==> src/rtl/tone_if.sv <==
// tone_if: tone input and detected-note outputs between source (master) and detector (slave)
interface tone_if;
  logic tone_in;
  logic [2:0] num_show;
  logic note_valid;
  logic note_change;
  logic [12:0] period_out;
  modport master(output tone_in, input num_show, note_valid, note_change, period_out);
  modport slave(input tone_in, output num_show, note_valid, note_change, period_out);
endinterface

==> src/rtl/tone_detector.sv <==
// tone_detector: measures square-wave period and confirms scale note do..xi after MATCH_CNT agreeing periods
module tone_detector #(
  parameter int MATCH_CNT = 3,
  parameter int TIMEOUT = 8191
) (
  input logic clk,
  input logic rst,
  tone_if.slave bus
);
  localparam logic [12:0] TO = 13'(TIMEOUT);
  localparam logic [2:0] MC = 3'(MATCH_CNT);
  typedef enum logic {IDLE, MEASURE} state_t;
  state_t state;
  logic [2:0] sync;
  logic [12:0] cnt;
  logic [2:0] cand, match, cls, nxt_match;
  logic rise;
  assign rise = sync[1] & ~sync[2];
  // band edges sit midway between neighbouring nominal periods
  always_comb begin
    cls = (cnt > 13'd4000 || cnt < 13'd1900) ? 3'd0 :
          cnt >= 13'd3609 ? 3'd1 :
          cnt >= 13'd3216 ? 3'd2 :
          cnt >= 13'd2948 ? 3'd3 :
          cnt >= 13'd2709 ? 3'd4 :
          cnt >= 13'd2412 ? 3'd5 :
          cnt >= 13'd2148 ? 3'd6 : 3'd7;
    nxt_match = (cls == cand) ? (match >= MC ? MC : match + 3'd1) : 3'd1;
  end
  always_ff @(posedge clk) begin
    if (rst) begin
      state <= IDLE;
      sync <= '0;
      cnt <= '0;
      cand <= '0;
      match <= '0;
      bus.num_show <= '0;
      bus.note_valid <= 1'b0;
      bus.note_change <= 1'b0;
      bus.period_out <= '0;
    end else begin
      sync <= {sync[1:0], bus.tone_in};
      bus.note_change <= 1'b0;
      if (state == IDLE) begin
        if (rise) begin
          state <= MEASURE;
          cnt <= 13'd1;
        end
      end else if (rise) begin
        cnt <= 13'd1;
        bus.period_out <= cnt;
        if (cls == 3'd0) begin
          cand <= '0;
          match <= '0;
          bus.num_show <= '0;
          bus.note_valid <= 1'b0;
        end else begin
          cand <= cls;
          match <= nxt_match;
          if (nxt_match == MC) begin
            bus.num_show <= cls;
            bus.note_valid <= 1'b1;
            bus.note_change <= !bus.note_valid || bus.num_show != cls;
          end
        end
      end else if (cnt >= TO) begin
        state <= IDLE;
        cand <= '0;
        match <= '0;
        bus.num_show <= '0;
        bus.note_valid <= 1'b0;
      end else begin
        cnt <= cnt + 13'd1;
      end
    end
  end
endmodule

==> src/flat_wrapper.sv <==
// flat-port wrapper written by rule: the top's interface ports become plain ports
module tone_detector_flat 
#(
  parameter int MATCH_CNT = 3,
  parameter int TIMEOUT = 8191
)
  (clk, rst, bus_tone_in, bus_num_show, bus_note_valid, bus_note_change, bus_period_out);
  tone_if bus_i ();
  input logic clk;
  input logic rst;
  input wire logic [$bits(bus_i.tone_in)-1:0] bus_tone_in;
  output wire logic [$bits(bus_i.num_show)-1:0] bus_num_show;
  output wire logic [$bits(bus_i.note_valid)-1:0] bus_note_valid;
  output wire logic [$bits(bus_i.note_change)-1:0] bus_note_change;
  output wire logic [$bits(bus_i.period_out)-1:0] bus_period_out;
  assign bus_i.tone_in = bus_tone_in;
  assign bus_num_show = bus_i.num_show;
  assign bus_note_valid = bus_i.note_valid;
  assign bus_note_change = bus_i.note_change;
  assign bus_period_out = bus_i.period_out;
  tone_detector #(.MATCH_CNT(MATCH_CNT), .TIMEOUT(TIMEOUT)) u_core (.clk(clk), .rst(rst), .bus(bus_i));
endmodule
==> config.mk <==
export PLATFORM = sky130hd
export DESIGN_NAME = tone_detector_flat
export DESIGN_NICKNAME = d
export VERILOG_FILES = /design/src/rtl/tone_if.sv /design/src/rtl/tone_detector.sv /design/src/flat_wrapper.sv
export SDC_FILE = /design/constraint.sdc
export NUM_CORES = 1
export LEC_CHECK = 0
export CAP_MARGIN = 25
export CORE_MARGIN = 2
export CORE_UTILIZATION = 34
export DETAILED_ROUTE_END_ITERATION = 8
export GPL_TIMING_DRIVEN = 1
export SKIP_CTS_REPAIR_TIMING = 1
export SLEW_MARGIN = 30
export SYNTH_ARGS = -nofsm -noshare
export SYNTH_HDL_FRONTEND = slang
export SYNTH_SLANG_ARGS = --single-unit
export TNS_END_PERCENT = 1
==> constraint.sdc <==
create_clock -name clk -period 6.4 [get_ports clk]
set_input_delay 1.6 -clock clk [delete_from_list [all_inputs] [get_ports clk]]
set_output_delay 1.6 -clock clk [all_outputs]
set_load 0.05 [all_outputs]
---- Word-level counts from Yosys, hierarchy flattened ----
Index checks and enable logic that the tools add are counted.
word-level totals
  register bits ........................... 41
  bits of input ports ..................... 3
  output and inout port bits .............. 18
  logic and storage cells ................. 71
cells by class
  add/sub/neg operators ................... 2
  order comparisons ....................... 10
  eq/ne operators ......................... 5
  muxes and demuxes ....................... 29
  bitwise operators ....................... 5
  reductions and logical operators ........ 11
operators by type and width
  operator                                                                               count
  13-bit by 12-bit greater-or-equal comparator with 1-bit output, second input constant  6
  13-bit 2-to-1 mux                                                                      4
  3-bit 2-to-1 mux                                                                       16
  13-bit by 1-bit adder with 13-bit output, second input constant                        1
  13-bit greater-or-equal comparator, second input constant                              1
  13-bit by 12-bit > comparator with 1-bit output, second input constant                 1
  13-bit by 11-bit less-than comparator with 1-bit output, second input constant         1
  1-bit 2-to-1 mux                                                                       9
  2-bit AND reduction                                                                    3
  5-bit OR reduction                                                                     1
  1-bit NOT                                                                              4
  2-bit nonzero test                                                                     2
  3-bit by 1-bit adder with 3-bit output, second input constant                          1
  3-bit by 2-bit == test with 1-bit output, second input constant                        1
  3-bit == test                                                                          1
  3-bit by 2-bit greater-or-equal comparator with 1-bit output, second input constant    1
  3-bit zero test                                                                        1
  3-bit != test                                                                          1
  3-bit != test, second input constant                                                   1
  3-bit AND reduction                                                                    1
  1-bit logical OR                                                                       2
  2-bit by 1-bit != test with 1-bit output, second input constant                        1
  1-bit bitwise AND                                                                      1
  1-bit zero test                                                                        1

---- Logic depth before layout (Yosys ltp) ----
Gate-level depths: netlist of run 1.
  word-level depth ........................ 14
  gate-level depth with buffers ........... 11
  gate-level depth less buffers ........... 10

---- Worst setup path before layout of run 1 ----
OpenSTA, ideal clock, no wires.
  kind .................................... input to register
  from .................................... input rst
  to ...................................... register u_core.cnt[10]
  library setup time ...................... 0.128 ns
  arrival ................................. 2.322 ns
  required time ........................... 6.272 ns
  slack ................................... 3.950 ns
  stages .................................. 4
  path buffers ............................ 2
  cell sequence ........................... clkbuf_1 > nand2b_1 > clkbuf_1 > nor2_1
RTL lines
  item                    line                 text
  start: declaration      flat_wrapper.sv:10   input logic rst;
  end signal: assignment  tone_detector.sv:73  cnt <= cnt + 13'd1;
  end: declaration        tone_detector.sv:15  logic [12:0] cnt;

---- Worst setup path in the final report of run 1 ----
  from .................................... register u_core.bus.num_show[2]
  to ...................................... output bus_num_show[2]
RTL lines
  item                      line                 text
  start: declaration        tone_if.sv:9         modport slave(input tone_in, output num_show, note_valid, note_change, period_out);
  start signal: assignment  tone_detector.sv:61  bus.num_show <= cls;
  end: declaration          flat_wrapper.sv:12   output wire logic [$bits(bus_i.num_show)-1:0] bus_num_show;
No word-level cell between the ends.

==> impl_metrics.tcl, run 1 <==
set metrics [dict create \
    numCtsBuffers 5 \
    synth_mux_area_frac 0.004367 \
    status "completed" \
    fmax_mhz 314.5 \
    crit_arrival_ps 1580 \
    firstDrtPassIters 4 \
    max_slew_margin 0.5467 \
    synthAdderAreaFrac 0.02729 \
    die_w_um 86.11 \
    drt.antenna.violating_nets 0 \
    ys_ff_latch 41 \
    path_cells "clkdlybuf4s50_1" \
    yosysSeqAreaShare 0.3581 \
    ir_drop_uv 95.62 \
    initial_core_util 0.3569 \
    drcViolationCount 0 \
    gr-total-overflow 0 \
    clk_pin_slew_worst_paths_ps 80 \
    synth_edf_count 0 \
    rsz0062_at_grt "no" \
    chipHeight_um 86.11 \
    syn_avg_cell_area_um2 8.071 \
    dpl.cell_count 362 \
    grt_antenna_before_repair 0 \
    drive_above_1_share 0.08532 \
    grt_usage 0.1493 \
    p_sw_frac 0.2176 \
    register_area_um2 820.8 \
    p_int_uw 379.0 \
    worstPathRequired_ps 4800 \
    htree_num_levels 2 \
    hold_violations 0 \
    fin_skew_ps 8.522 \
    wl_um 5259 \
    io_pins 21 \
    critPathLaunch "u_core.bus.num_show[2]$_SDFFE_PP0P_" \
    setup_viol 0 \
    fp.coreArea_um2 6422 \
    p_sw_uw 105.4 \
    grt_pass1_wl_um 8970 \
    via_per_inst 5.422 \
    synth_simple_gate_area_frac 0.3117 \
    drtIter0Drc 161 \
    worstMarginPinSlew_ps 672.8 \
    yosys_warnings 0 \
    pwr-share-comb 0.030 \
    start_kind "register" \
    critPathCaptureType "output pin" \
    synth_top_family_by_area "simple AND/OR/NAND/NOR gates" \
    ys_types 60 \
    die_area_um2 7415 \
    place_congestion 0.8099 \
    clkLatencyLatePin_ps 290 \
    clkPwrFrac 0.433 \
    holdCritStartpoint "u_core.sync[0]$_SDFF_PP0_" \
    hp-class "register to register" \
    clock-sinks 41 \
    tns_ps 0 \
    synth_compound_area_frac 0.1960 \
    vias 2006 \
    slew_violations 0 \
    period_share 0.4968 \
    numPortBuffers 20 \
    diodes 0 \
    dp_hpwl_um 3646 \
    post_layout_nonfiller_instances 370 \
    grt_max_degree 31 \
    ys.flop_type "dfxtp_1" \
    nNetsFinal 300 \
    synth_xor_area_frac 0.03821 \
    wl_per_cell_um 14.21 \
    power.leakage_uw 0.0008637 \
    cts-root-buf "clkbuf_8" \
    cp_slowest_cell "clkdlybuf4s50_1" \
    r2r_slack_ps 3630 \
    syn_area_um2 2292 \
    rows 29 \
    timing.rr.start "u_core.cnt[0]$_SDFFE_PP0P_" \
    critPathMaxFanout 6 \
    crit_family "buffers and inverters" \
    cts_tree "yes" \
    postSynth.asyncResetShare 0 \
    max_cap_viol_count 0 \
    criticalPathCategory "register to output pin" \
    area_delta_synth_final_pct 13.65 \
    synth_fp_nets 292 \
    slowest_delay_ps 850 \
    syn_inst 284 \
    clockBufferDepth 2 \
    period_minus_slack_ps 3180 \
    nFillCells 647 \
    grt_pass1_vias 1880 \
    worst-path-buf-inv 1 \
    multiInputGateArea_um2 1324 \
    pwr-share-seq 0.537 \
    powerDensity_nw_per_um2 186.0 \
]
-- cells by family (layout without fill, tap and decap cells) --
| logic type | after synthesis | after routing |
|---|---|---|
| and+or+nand+nor | 129 | 129 |
| adders and majority gates | 5 | 5 |
| AOI/OAI and AO/OA | 67 | 67 |
| DFF | 41 | 41 |
| xor gates and xnor gates | 10 | 10 |
| muxes | 1 | 1 |
| buffers and inverters | 31 | 40 |
-- flip-flops by register name (all words and copies together) (netlist names) --
| register | cells |
|---|---|
| u_core.bus.period_out | 13 |
| u_core.cnt | 13 |
| u_core.bus.num_show | 3 |
| u_core.cand | 3 |
| u_core.match | 3 |
| u_core.sync | 3 |
| u_core.bus.note_change | 1 |
| u_core.bus.note_valid | 1 |
| u_core.state | 1 |
-- placed cells by master (no fill, tap or decap), types with 2 or more instances in the layout --
cell	n
a21oi_1	27
or4_1	5
nand2_1	35
nor2b_1	6
o21ai_0	11
inv_1	11
or2_2	2
nor4_1	2
nor2_1	29
ha_1	5
o211ai_1	5
a22oi_1	2
nand2b_1	7
and3_1	3
and4bb_2	2
xor2_1	3
or3_1	4
a21o_1	3
a41oi_1	2
nand4b_1	2
nand3_1	8
dfxtp_1	41
clkbuf_8	5
nor3_1	5
a211oi_1	4
xnor2_1	7
nand4_1	3
clkdlybuf4s50_1	20
-- layer usage --
layer	track usage	routed length, µm	part of all wire	up-vias
li1	-	-	-	1014
met1	0.2020	2604	0.50	932
met2	0.2340	2303	0.44	55
met3	0.03657	300	0.057	5
met4	0.04618	51	0.0097	0
met5	0	0	0	-
-- Yosys cell counts, drive strengths merged (7+ instances only) --
| cell type | instances | share of area |
|---|---|---|
| a21oi | 27 | 0.059 |
| o21ai | 12 | 0.026 |
| clkbuf | 8 | 0.013 |
| nand3 | 8 | 0.017 |
| xnor2 | 7 | 0.027 |
| inv | 11 | 0.018 |
| nor2 | 29 | 0.047 |
| buf | 12 | 0.033 |
| dfxtp | 41 | 0.36 |
| nand2 | 36 | 0.060 |
| nand2b | 8 | 0.025 |
-- power groups by stage --
stage | Sequential, µW | Combinational, µW | Clock [µW]
after floorplan | 264 | 12.6 | 0
after detailed placement | 266 | 14.6 | 0
final | 260 | 14.6 | 210
after global placement | 266 | 14.6 | 0
after CTS | 260 | 14.7 | 217
after global routing | 261 | 16.4 | 226
-- metrics by stage --
stage          total power (µW)  instance area (µm²)    util  worst slack [ps]  hold WS, ps
2_1_floorplan             276.5                 2292       -              3950        413.8
3_3_place_gp              280.9                 2490  0.3877              3276        416.3
3_5_place_dp              280.7                 2490  0.3877              3250        430.1
4_1_cts                   491.9                 2605  0.4056              3213        453.2
5_1_grt                   503.2                 2605  0.4056              3142        460.6
6_report                  484.4                 2605  0.4056              3220        443.1
-- final timing paths --
| kind | endpoint | cells past startpoint |
|---|---|---|
| worst min register to register | u_core.sync[1]$_SDFF_PP0_ | 1 |
| worst max register to register | u_core.match[2]$_SDFFE_PP0P_ | 8 |
| worst max-delay path | bus_num_show[2] | 1 |
| worst min-delay path | u_core.sync[1]$_SDFF_PP0_ | 1 |
-- final cells by class --
class,instances,share of cell area
Multi-Input combinational cell,212,0.5082
Tap cell,77,0.03698
Timing Repair Buffer,21,0.07973
Clock buffer,5,0.02642
Clock inverter,3,0.01777
Sequential cell,41,0.3151
Inverter,11,0.01585
No activity file was read; power rests on OpenSTA's default activity.
==> inputs of run 2 (changes only) <==
==> constraint.sdc (replaced) <==
create_clock -name clk -period 3.2 [get_ports clk]
set_input_delay 0.8 -clock clk [delete_from_list [all_inputs] [get_ports clk]]
set_output_delay 0.8 -clock clk [all_outputs]
set_load 0.05 [all_outputs]
==> run 2 against run 1 <==
Critical endpoint is now u_core.bus.num_show[2]$_SDFFE_PP0P_. Clock power grew 59%. Setup slack lost 2700 ps. Largest power group unchanged. Register-to-register slack lost 3100 ps. Combinational power grew 100%. First-iteration DRC count shrank 16%. Global-route usage grew 0.29 points.
==> impl_metrics.tcl, run 2 (same netlist as run 1, synthesis figures left out) <==
set metrics [dict create \
    status "completed" \
    mostFrequentLayoutCells "41 x dfxtp_1, 35 x nand2_1, 29 x nor2_1" \
    cts_tree "yes" \
    drtIter0Drc 136 \
    fp.coreArea_um2 6422 \
    wl_um 5155 \
    clock-sinks 41 \
    rows 29 \
    die_area_um2 7415 \
    drt.antenna.violating_nets 0 \
    fin_skew_ps 6.230 \
    layout_commonest_cell "dfxtp_1" \
    slew_violations 0 \
    worstMarginPinSlew_ps 582.9 \
    worstPathRequired_ps 3400 \
    initial_core_util 0.3569 \
    area_delta_synth_final_pct 12.72 \
    nNetsFinal 301 \
    drive_above_1_share 0.08844 \
    crit_arrival_ps 2850 \
    clkLatencyLatePin_ps 290 \
    rsz0062_at_grt "no" \
    power.leakage_uw 0.0008587 \
    dpl.cell_count 363 \
    vias 2006 \
    period_minus_slack_ps 2652 \
    wl_per_cell_um 13.89 \
    io_pins 21 \
    hp-class "register to register" \
    period_share 0.8287 \
    grt_usage 0.1522 \
    numPortBuffers 20 \
    post_layout_nonfiller_instances 371 \
    top_layer_used "met4" \
    grt_pass1_vias 1918 \
    fmax_mhz 377.1 \
    place_ws_ps 590.8 \
    numCtsBuffers 5 \
    cts-root-buf "clkbuf_8" \
    place_congestion 0.8648 \
    tns_ps 0 \
    max_slew_margin 0.6114 \
    drcViolationCount 0 \
    criticalPathCategory "register to register" \
    firstDrtPassIters 5 \
    grt_max_degree 30 \
    fin_ws_ps 548.1 \
    htree_num_levels 2 \
    critPathCaptureType "register" \
    diodes 0 \
    reg_top3 "u_core.bus.period_out (13), u_core.cnt (13)" \
    dp_hpwl_um 3717 \
    hold_violations 0 \
    gr-total-overflow 0 \
    wl_met2_um 2296 \
    critPathMaxFanout 10 \
    clockBufferDepth 2 \
    via_per_inst 5.407 \
    clk_pin_slew_worst_paths_ps 80 \
    powerDensity_nw_per_um2 341.3 \
    hold_ws_ps 440.0 \
    grt_pass1_wl_um 9149 \
    setup_viol 0 \
    grt_antenna_before_repair 0 \
    power.total_uw 881.8 \
    max_cap_viol_count 0 \
    die_w_um 86.11 \
    routedLengthMet1_um 2537 \
    chipHeight_um 86.11 \
    wl_met3_um 260 \
    start_kind "register" \
    ir_drop_uv 143.3 \
]
-- run 2: cell types whose count changed in the layout (fill, tap and decap cells not counted), sizes merged --
| cell | change |
|---|---|
| buf | +1 |
| bufinv | -1 |
| clkinv | +1 |
-- run 2: final cells by class --
type                    instances  area [µm²]
inverters                      11       41.29
repair buffers                 22       215.2
well taps                      77       96.34
multi-input cells             212        1324
clock buffers                   5       68.82
clock inverters                 3       17.52
flip-flops and latches         41       820.8
fillers                       651        3839
-- run 2: worst paths after layout --
kind | cells after the start | to | slack [ps] | from
worst max-delay path | 10 | u_core.bus.num_show[2]$_SDFFE_PP0P_ | 550 | u_core.cnt[1]$_SDFFE_PP0P_
worst min-delay path | 1 | u_core.sync[1]$_SDFF_PP0_ | 440 | u_core.sync[0]$_SDFF_PP0_
worst max register to register | 10 | u_core.bus.num_show[2]$_SDFFE_PP0P_ | 550 | u_core.cnt[1]$_SDFFE_PP0P_
worst min register to register | 1 | u_core.sync[1]$_SDFF_PP0_ | 440 | u_core.sync[0]$_SDFF_PP0_
-- run 2: worst max-delay path, cell delays in order, from the launching register on --
cell and delay [ps]:
dfxtp_1 490, inv_1 110, ha_1 200, nor4_1 200, o311ai_1 160, a21oi_1 320, nor4b_1 300, a211oi_1 150
nor3_2 250, nor2_1 100, o41ai_2 280
-- run 2: power breakdown --
group	leakage [µW]	internal (µW)	total (µW)	switching (µW)
clock network	0.0000439	151	333	183
registers	0.000331	513	519	5.81
logic	0.000484	11.0	29.2	18.3
total	0.000859	675	882	207
-- run 2: layer usage --
metal  GRT usage  up-vias
met5           0        -
met4     0.04618        0
met3     0.03176        8
met2      0.2410       61
met1      0.2075      918
li1            -     1019
-- run 2: metrics by stage --
step / util / instance area (µm²)
after floorplan: - / 2292
after global placement: 0.3889 / 2497
after detailed placement: 0.3889 / 2497
after CTS: 0.4023 / 2584
after global routing: 0.4023 / 2584
final: 0.4023 / 2584
==> inputs of run 3 (changes only) <==
==> constraint.sdc (replaced) <==
create_clock -name clk -period 2.6 [get_ports clk]
set_input_delay 0.65 -clock clk [delete_from_list [all_inputs] [get_ports clk]]
set_output_delay 0.65 -clock clk [all_outputs]
set_load 0.05 [all_outputs]
==> run 3 against run 2 <==
Final area increased by 5.6%. Critical path depth decreased by 3. Routed wire length increased by 5.8%. Sequential power increased by 23%. Hold slack improved by 14 ps. Non-clock buffer count increased by 11. First-iteration DRC count increased by 42%. Clock skew about the same. Count of clock-buffer cells in the layout increased by 1. Largest power group unchanged.
==> impl_metrics.tcl, run 3 (same netlist as run 1, synthesis figures left out) <==
set metrics [dict create \
    nFillCells 653 \
    cp_slowest_cell "or4_1" \
    drtIter0Drc 193 \
    wl_per_cell_um 14.27 \
    place_area_um2 2580 \
    worstPathRequired_ps 2800 \
    gr-total-overflow 0 \
    fin_ws_ps 137.7 \
    grt_pass1_vias 1991 \
    hold_path_depth 2 \
    multiInputGateArea_um2 1346 \
    grt_busiest_layer "met2" \
    dpl.cell_count 374 \
    diodes 0 \
    use_met2 0.2467 \
    die_w_um 86.11 \
    area_delta_synth_final_pct 19.00 \
    grt_max_degree 23 \
    groute.layer.met1.usage 0.2148 \
    worstMarginPinSlew_ps 602.5 \
    mostFrequentLayoutCells "37 x dfxtp_1, 35 x nand2_1, 29 x nor2_1" \
    crit_arrival_ps 2660 \
    power.leakage_uw 0.0009346 \
    max_slew_margin 0.5983 \
    io_pins 21 \
    htree_num_levels 2 \
    place_ws_ps 85.85 \
    register_area_um2 825.8 \
    dp_hpwl_um 4041 \
    post_layout_nonfiller_instances 382 \
    setup_viol 0 \
    clkLatencyLatePin_ps 300 \
    vias 2107 \
    criticalPathCategory "register to register" \
    fp.coreArea_um2 6422 \
    nNetsFinal 312 \
    numCtsBuffers 5 \
    fin_skew_ps 6.541 \
    fmax_mhz 406.1 \
    drive_above_1_share 0.1475 \
    cts-root-buf "clkbuf_8" \
    slew_violations 0 \
    clock-sinks 41 \
    start_kind "register" \
    firstDrtPassIters 4 \
    grt_antenna_before_repair 0 \
    clockBufferDepth 2 \
    critPathCaptureType "register" \
    chipHeight_um 86.11 \
    hp-class "register to register" \
    stdcell_area_um2 2728 \
    met3_usage 0.03369 \
    hold_violations 0 \
    die_area_um2 7415 \
    power.total_uw 1229 \
    max_cap_viol_count 0 \
    period_minus_slack_ps 2462 \
    wl_um 5453 \
    rows 29 \
    cp_num_cells 7 \
    reg_top3 "u_core.bus.period_out (13), u_core.cnt (13)" \
    grt_usage 0.1601 \
    slowest_delay_ps 570 \
    crit_family "simple AND/OR/NAND/NOR gates" \
    numPortBuffers 20 \
    drt.antenna.violating_nets 0 \
    period_share 0.9470 \
    critPathMaxFanout 10 \
    place_congestion 0.9168 \
    powerDensity_nw_per_um2 450.5 \
    r2r_cells 7 \
    clk_pin_slew_worst_paths_ps 80 \
    grt_pass1_wl_um 9459 \
    status "completed" \
    initial_core_util 0.3569 \
    worst-path-buf-inv 0 \
    path_cells "and4_1 > nand4_1 > o2bb2ai_2 > or4_1 > nand4_2 > nor3_1 > a32o_1" \
    cts_tree "yes" \
    drcViolationCount 0 \
    via_per_inst 5.516 \
    layout_commonest_cell "dfxtp_1" \
    ir_drop_uv 317.8 \
]
-- run 3: cell count changes in the layout (fill, tap and decap cells not counted), sizes merged --
cell / previous run / this run
buf: 2 / 13
clkinv: 2 / 0
bufinv: 0 / 1
clkbuf: 5 / 6
-- run 3: area by class of cell --
type,instances,share of cell area
flip-flops and latches,41,0.3028
multi-input cells,212,0.4936
repair buffers,33,0.1092
inverters,11,0.01514
well taps,77,0.03532
clock inverters,2,0.01376
clock buffers,6,0.03028
-- run 3: metrics by stage --
stage	util	setup TNS [ps]	hold WS, ps
final	0.4247	0	454.2
after global routing	0.4247	-16.98	469.4
after CTS	0.4204	0	455.9
after detailed placement	0.4017	0	429.2
after global placement	0.4017	0	418.2
after floorplan	-	0	413.8
-- run 3: worst min-delay path: stages, from the launching register on --
cell     delay [ps]
dfxtp_1         310
nand2_1          50
a21oi_1          50
-- run 3: routing by layer --
layer	share of wire	vias up
met4	0.018	0
met3	0.053	9
met5	0	-
met2	0.45	68
met1	0.48	987
li1	-	1043
-- run 3: power breakdown --
group / switching, µW / internal [µW]
clock network: 235 / 312
logic: 28.8 / 17.3
registers: 3.96 / 632
-- run 3: final timing paths --
check / start / end / slack, ps
setup / recovery: u_core.cnt[9]$_SDFFE_PP0P_ / u_core.match[2]$_SDFFE_PP0P_ / 140
hold / removal: u_core.bus.period_out[10]$_SDFFE_PP0P_ / u_core.bus.period_out[10]$_SDFFE_PP0P_ / 450
setup reg to reg: u_core.cnt[9]$_SDFFE_PP0P_ / u_core.match[2]$_SDFFE_PP0P_ / 140
hold reg to reg: u_core.bus.period_out[10]$_SDFFE_PP0P_ / u_core.bus.period_out[10]$_SDFFE_PP0P_ / 450
